<file path="config.mk">
export PLATFORM = sky130hd
export DESIGN_NAME = srlatch_ctrl
export DESIGN_NICKNAME = d
export VERILOG_FILES = /design/src/rtl/srlatch_ctrl.sv
export SDC_FILE = /design/constraint.sdc
export NUM_CORES = 1
export LEC_CHECK = 0
export CELL_PAD_IN_SITES_DETAIL_PLACEMENT = 0
export CELL_PAD_IN_SITES_GLOBAL_PLACEMENT = 1
export CORE_MARGIN = 4
export CORE_UTILIZATION = 32
export CTS_CLUSTER_SIZE = 8
export DETAILED_ROUTE_END_ITERATION = 16
export GPL_TIMING_DRIVEN = 0
export PLACE_DENSITY = 0.77
export SYNTH_ARGS = -nofsm -noshare
export SYNTH_HDL_FRONTEND = slang
export SYNTH_SLANG_ARGS = --single-unit
</file>
<file path="constraint.sdc">
create_clock -name clk -period 1.8 [get_ports clk]
set_input_delay 0.36 -clock clk [delete_from_list [all_inputs] [get_ports clk]]
set_output_delay 0.36 -clock clk [all_outputs]
set_load 0.005 [all_outputs]
</file>
<file path="src/rtl/srlatch_ctrl.sv">
// Sequencer/arbiter that drives one shared SR latch from a set-side and a reset-side requester.
// Issues a registered s/r pulse, waits a guard gap, then verifies q/q_bar and reports ack or err.
module srlatch_ctrl #(
    parameter int PULSE_W = 2,
    parameter int GAP_W   = 1
) (
    input  logic clk,
    input  logic reset,
    input  logic set_req,
    input  logic rst_req,
    input  logic q,
    input  logic q_bar,
    output logic s,
    output logic r,
    output logic busy,
    output logic set_ack,
    output logic rst_ack,
    output logic err
);

    localparam int CNT_MAX = (PULSE_W > GAP_W) ? PULSE_W : GAP_W;
    localparam int CNT_W   = $clog2(CNT_MAX + 1);

    typedef enum logic [1:0] {
        IDLE  = 2'd0,
        PULSE = 2'd1,
        GAP   = 2'd2,
        DONE  = 2'd3
    } state_t;

    typedef enum logic {
        OP_SET = 1'b0,
        OP_RST = 1'b1
    } op_t;

    state_t           state, state_nxt;
    op_t              op, op_nxt;
    op_t              prio, prio_nxt;
    logic [CNT_W-1:0] cnt, cnt_nxt;
    logic             s_nxt, r_nxt, busy_nxt;
    logic             set_ack_nxt, rst_ack_nxt, err_nxt;
    logic             feedback_ok;

    // A latch that reports q == q_bar is never a match, whichever side was granted.
    assign feedback_ok = (op == OP_SET) ? (q & ~q_bar) : (~q & q_bar);

    always_comb begin
        // NOTE: every output of this block gets a default first so no path leaves it unassigned (no latches).
        state_nxt   = state;
        op_nxt      = op;
        prio_nxt    = prio;
        cnt_nxt     = cnt;
        s_nxt       = 1'b0;
        r_nxt       = 1'b0;
        set_ack_nxt = 1'b0;
        rst_ack_nxt = 1'b0;
        err_nxt     = 1'b0;

        case (state)
            IDLE: begin
                if (set_req || rst_req) begin
                    if (set_req && rst_req) begin
                        op_nxt   = prio;
                        prio_nxt = (prio == OP_SET) ? OP_RST : OP_SET;
                    end else begin
                        op_nxt = set_req ? OP_SET : OP_RST;
                    end
                    state_nxt = PULSE;
                    cnt_nxt   = CNT_W'(1);
                    s_nxt     = (op_nxt == OP_SET);
                    r_nxt     = (op_nxt == OP_RST);
                end
            end

            PULSE: begin
                if (cnt == CNT_W'(PULSE_W)) begin
                    state_nxt = GAP;
                    cnt_nxt   = CNT_W'(1);
                end else begin
                    cnt_nxt = cnt + CNT_W'(1);
                    s_nxt   = (op == OP_SET);
                    r_nxt   = (op == OP_RST);
                end
            end

            GAP: begin
                if (cnt == CNT_W'(GAP_W)) begin
                    state_nxt   = DONE;
                    set_ack_nxt = feedback_ok && (op == OP_SET);
                    rst_ack_nxt = feedback_ok && (op == OP_RST);
                    err_nxt     = ~feedback_ok;
                end else begin
                    cnt_nxt = cnt + CNT_W'(1);
                end
            end

            DONE: begin
                state_nxt = IDLE;
                cnt_nxt   = '0;
            end

            default: begin
                state_nxt = IDLE;
                cnt_nxt   = '0;
            end
        endcase

        busy_nxt = (state_nxt != IDLE);
    end

    // NOTE: state and registered outputs use non-blocking assignments so every flop samples pre-edge values.
    always_ff @(posedge clk or posedge reset) begin
        if (reset) begin
            state   <= IDLE;
            op      <= OP_SET;
            prio    <= OP_SET;
            cnt     <= '0;
            s       <= 1'b0;
            r       <= 1'b0;
            busy    <= 1'b0;
            set_ack <= 1'b0;
            rst_ack <= 1'b0;
            err     <= 1'b0;
        end else begin
            state   <= state_nxt;
            op      <= op_nxt;
            prio    <= prio_nxt;
            cnt     <= cnt_nxt;
            s       <= s_nxt;
            r       <= r_nxt;
            busy    <= busy_nxt;
            set_ack <= set_ack_nxt;
            rst_ack <= rst_ack_nxt;
            err     <= err_nxt;
        end
    end

endmodule

</file>
==> summary.txt <==
Status
  – Status: finished, final reports clean

Pwr
  – Clk pwr share: 18.2%
  – Net load switching power: 0.406 mW
  – Power Total: 1.15 mW
  – Pwr per Cell Area: 1490 mW/mm2
  – Leak: 0.339 nW
  – Sequential Power Share: 39.4%
  – Switching share of power: 35.4%
  – Comb power frac: 42.3%
  – Internal power: 0.741 mW
  – VDD IR-drop max: 0.685 mV

Synthesis
  – Ys flop type: dfrtp_1
  – Area share of the largest cell type after synthesis: 50.6%
  – Largest area contributor in the netlist: dfrtp_1
  – Synth unique cells: 26
  – Most frequent cell after synthesis: dfrtp_1
  – Synth warn: 0
  – Fraction of registers with async set/reset: 100%
  – Synth area leaders: dfrtp_1 (51%), ha_1 (6.3%), nor2_1 (4.4%)
  – Most instantiated cells after synthesis: dfrtp_1 (12), nor2_1 (7), inv_1 (5), nand2_1 (5), o21ai_0 (4)
  – Synthesized area: 593 um2
  – EDFF count, synth: 0
  – Flops & latches, synth: 12
  – Seq/Total Area, Yosys: 50.6%
  – Cell count after synthesis: 60
  – Mapped Avg Cell Area: 9.88 um2
  – Mapped Nets: 69

Timing
  – Final period util: 87.0%
  – Fmax: 638 MHz
  – Worst Clk Skew: 0.00428 ns
  – Final Critical Period: 1.57 ns
  – RSZ-0062 raised after global routing: no
  – Final Hold Violating Endpoints: 0
  – Worst Max-Slew Pin Slew: 0.440 ns
  – Final Max Tran Viols: 0
  – Finish-stage setup viols: 0
  – Slew Limit Headroom: 70.6%

Min path
  – Hold Path Class: input pin to asynchronous set/reset pin

Layout
  – Fillcell total: 188
  – # nets final: 85
  – Area delta synth->final: 30.0%
  – Area of the multi-input gates: 265 um2
  – Reg area: 300 um2
  – Ant diodes: 0
  – Final non-filler cell total: 100
  – Share of cells above drive strength 1: 10.7%
  – Final Cell Area: 771 um2

Placement
  – DP Area: 734 um2
  – Port Buffers: 11
  – Placed insts: 96
  – Gpl congestion: 0.782
  – Post-DP HPWL: 843 um

Routing
  – DR vias: 482
  – Detailed router's first-iteration violation count: 3
  – Post-Route WL: 1.13 mm
  – Routed WL per cell: 11.3 um
  – DR pass1 iterations: 2
  – Vias/cell: 4.82
  – Routed Antenna Nets: 0
  – Detailed-route DRC error count: 0

Floorplan
  – Die extent in x: 51.1 um
  – Cell Rows: 15
  – Die area: 0.00261 mm2
  – DIE HEIGHT: 51.1 um
  – IO Pins: 12
  – Initial Util: 34.0%
  – Core ar.: 0.00175 mm2

Global routing
  – Vias in the first global route: 465
  – GRT Resource Usage Total: 11.2%
  – Antenna violations before repair: 0
  – Largest net degree at the start of global routing: 13
  – Total grt overflow: 0
  – First-pass GRT wire length: 2.20 mm

Clock network
  – Post_cts resized: 0
  – Sink Count: 12
  – Clock Latency Late Sink: 0.26 ns
  – Hold_buf cts: 0
  – CTS tree: done
  – Setup Fix Bufs, Post-CTS: 0
  – Worst-path clk slew: 0.08 ns
  – CTS Buf Count: 3
  – Htree depth: 1
  – Bufs on Longest Clock Path: 2
  – Clk root buf: clkbuf_4

Worst setup path
  – R2r setup slk: 0.50 ns
  – Reg2reg start: cnt[0]
  – Worst Setup End Kind: flip-flop
  – Startpoint Class: input pin
  – Register-to-Register Path Depth: 5
  – Crit path DAT: 1.70 ns
  – Max FO, Critical Path: 7
  – Reg-to-Reg End: cnt[0]
  – WP data required: 1.93 ns
  – Kind of critical path: input pin to flip-flop

Flow run
  – Max-cap violation count: 0
## registers in the layout, summed over array words and instances, names as in the netlist
| register | flops |
|---|---|
| cnt | 2 |
| state | 2 |
| busy | 1 |
| err | 1 |
| op | 1 |
| prio | 1 |
| r | 1 |
| rst_ack | 1 |
| s | 1 |
| set_ack | 1 |
## kinds of logic (layout without fill, tap and decap cells)
kind of cell	after synthesis	count (layout)	share of synthesized area (%)
compound gates	14	14	16.7
fa+ha+maj	3	3	6.33
simple gates	23	23	20.3
xor+xnor	1	1	1.48
buf+inv	7	22	4.64
flops	12	12	50.6
## metrics by stage
stage	TNS (ns)	hold slack (ns)	util, %	setup slack, ns
after floorplan	0	0.225	-	0.601
after global placement	-0.0262	0.485	42.1	-0.0262
after detailed placement	-0.0232	0.479	42.1	-0.0232
after CTS	0	0.410	44.2	0.250
after global routing	0	0.438	44.2	0.174
final	0	0.389	44.2	0.234
## power by group through the flow
stage                     combinational, mW  clock (mW)  sequential [mW]
after detailed placement              0.485           0            0.459
final                                 0.485       0.209            0.452
after global routing                  0.564       0.231            0.468
after floorplan                       0.331           0            0.443
after global placement                0.476           0            0.458
after CTS                             0.491       0.214            0.454
## per-layer routing
layer | track usage, % | up-vias | part of all wire (%)
met5 | 0 | - | 0
met4 | 4.04 | 0 | 0
met3 | 4.08 | 0 | 5.6
met2 | 15.0 | 6 | 43
met1 | 16.1 | 237 | 51
li1 | - | 239 | -
## worst max-delay path: stages
cell and delay (ns):
clkdlybuf4s50_1 0.52, or4_4 0.59, a21oi_1 0.16, a221oi_1 0.06
## worst max path at each step
| stage | cells past startpoint | end | slack (ns) | from |
|---|---|---|---|---|
| finish | 4 | cnt[0] | 0.23 | rst_req |
| CTS | 4 | cnt[0] | 0.25 | rst_req |
| global route | 4 | cnt[0] | 0.17 | rst_req |
| global placement | 4 | cnt[0] | -0.03 | rst_req |
| floorplan | 3 | cnt[0] | 0.60 | rst_req |
| detailed placement | 4 | cnt[0] | -0.02 | rst_req |
## layout make-up
cell class,count,share of cell area (%)
Sequential cell,12,39.0
Multi-Input combinational cell,41,34.4
Timing Repair Buffer,11,14.3
Clock buffer,4,4.71
Tap cell,25,4.06
Inverter,5,2.44
Buffer,2,1.14
## layout by cell type (no fill, tap or decap), types with 2 or more instances in the layout
| master | n |
|---|---|
| clkdlybuf4s50_1 | 11 |
| nand2b_1 | 2 |
| nor2_1 | 7 |
| o21ai_0 | 4 |
| nand2_1 | 5 |
| nand3b_1 | 2 |
| dfrtp_1 | 12 |
| inv_1 | 5 |
| ha_1 | 3 |
| a21oi_1 | 2 |
| clkbuf_4 | 3 |
| nand3_1 | 2 |
(Power assumes the default switching activity.)
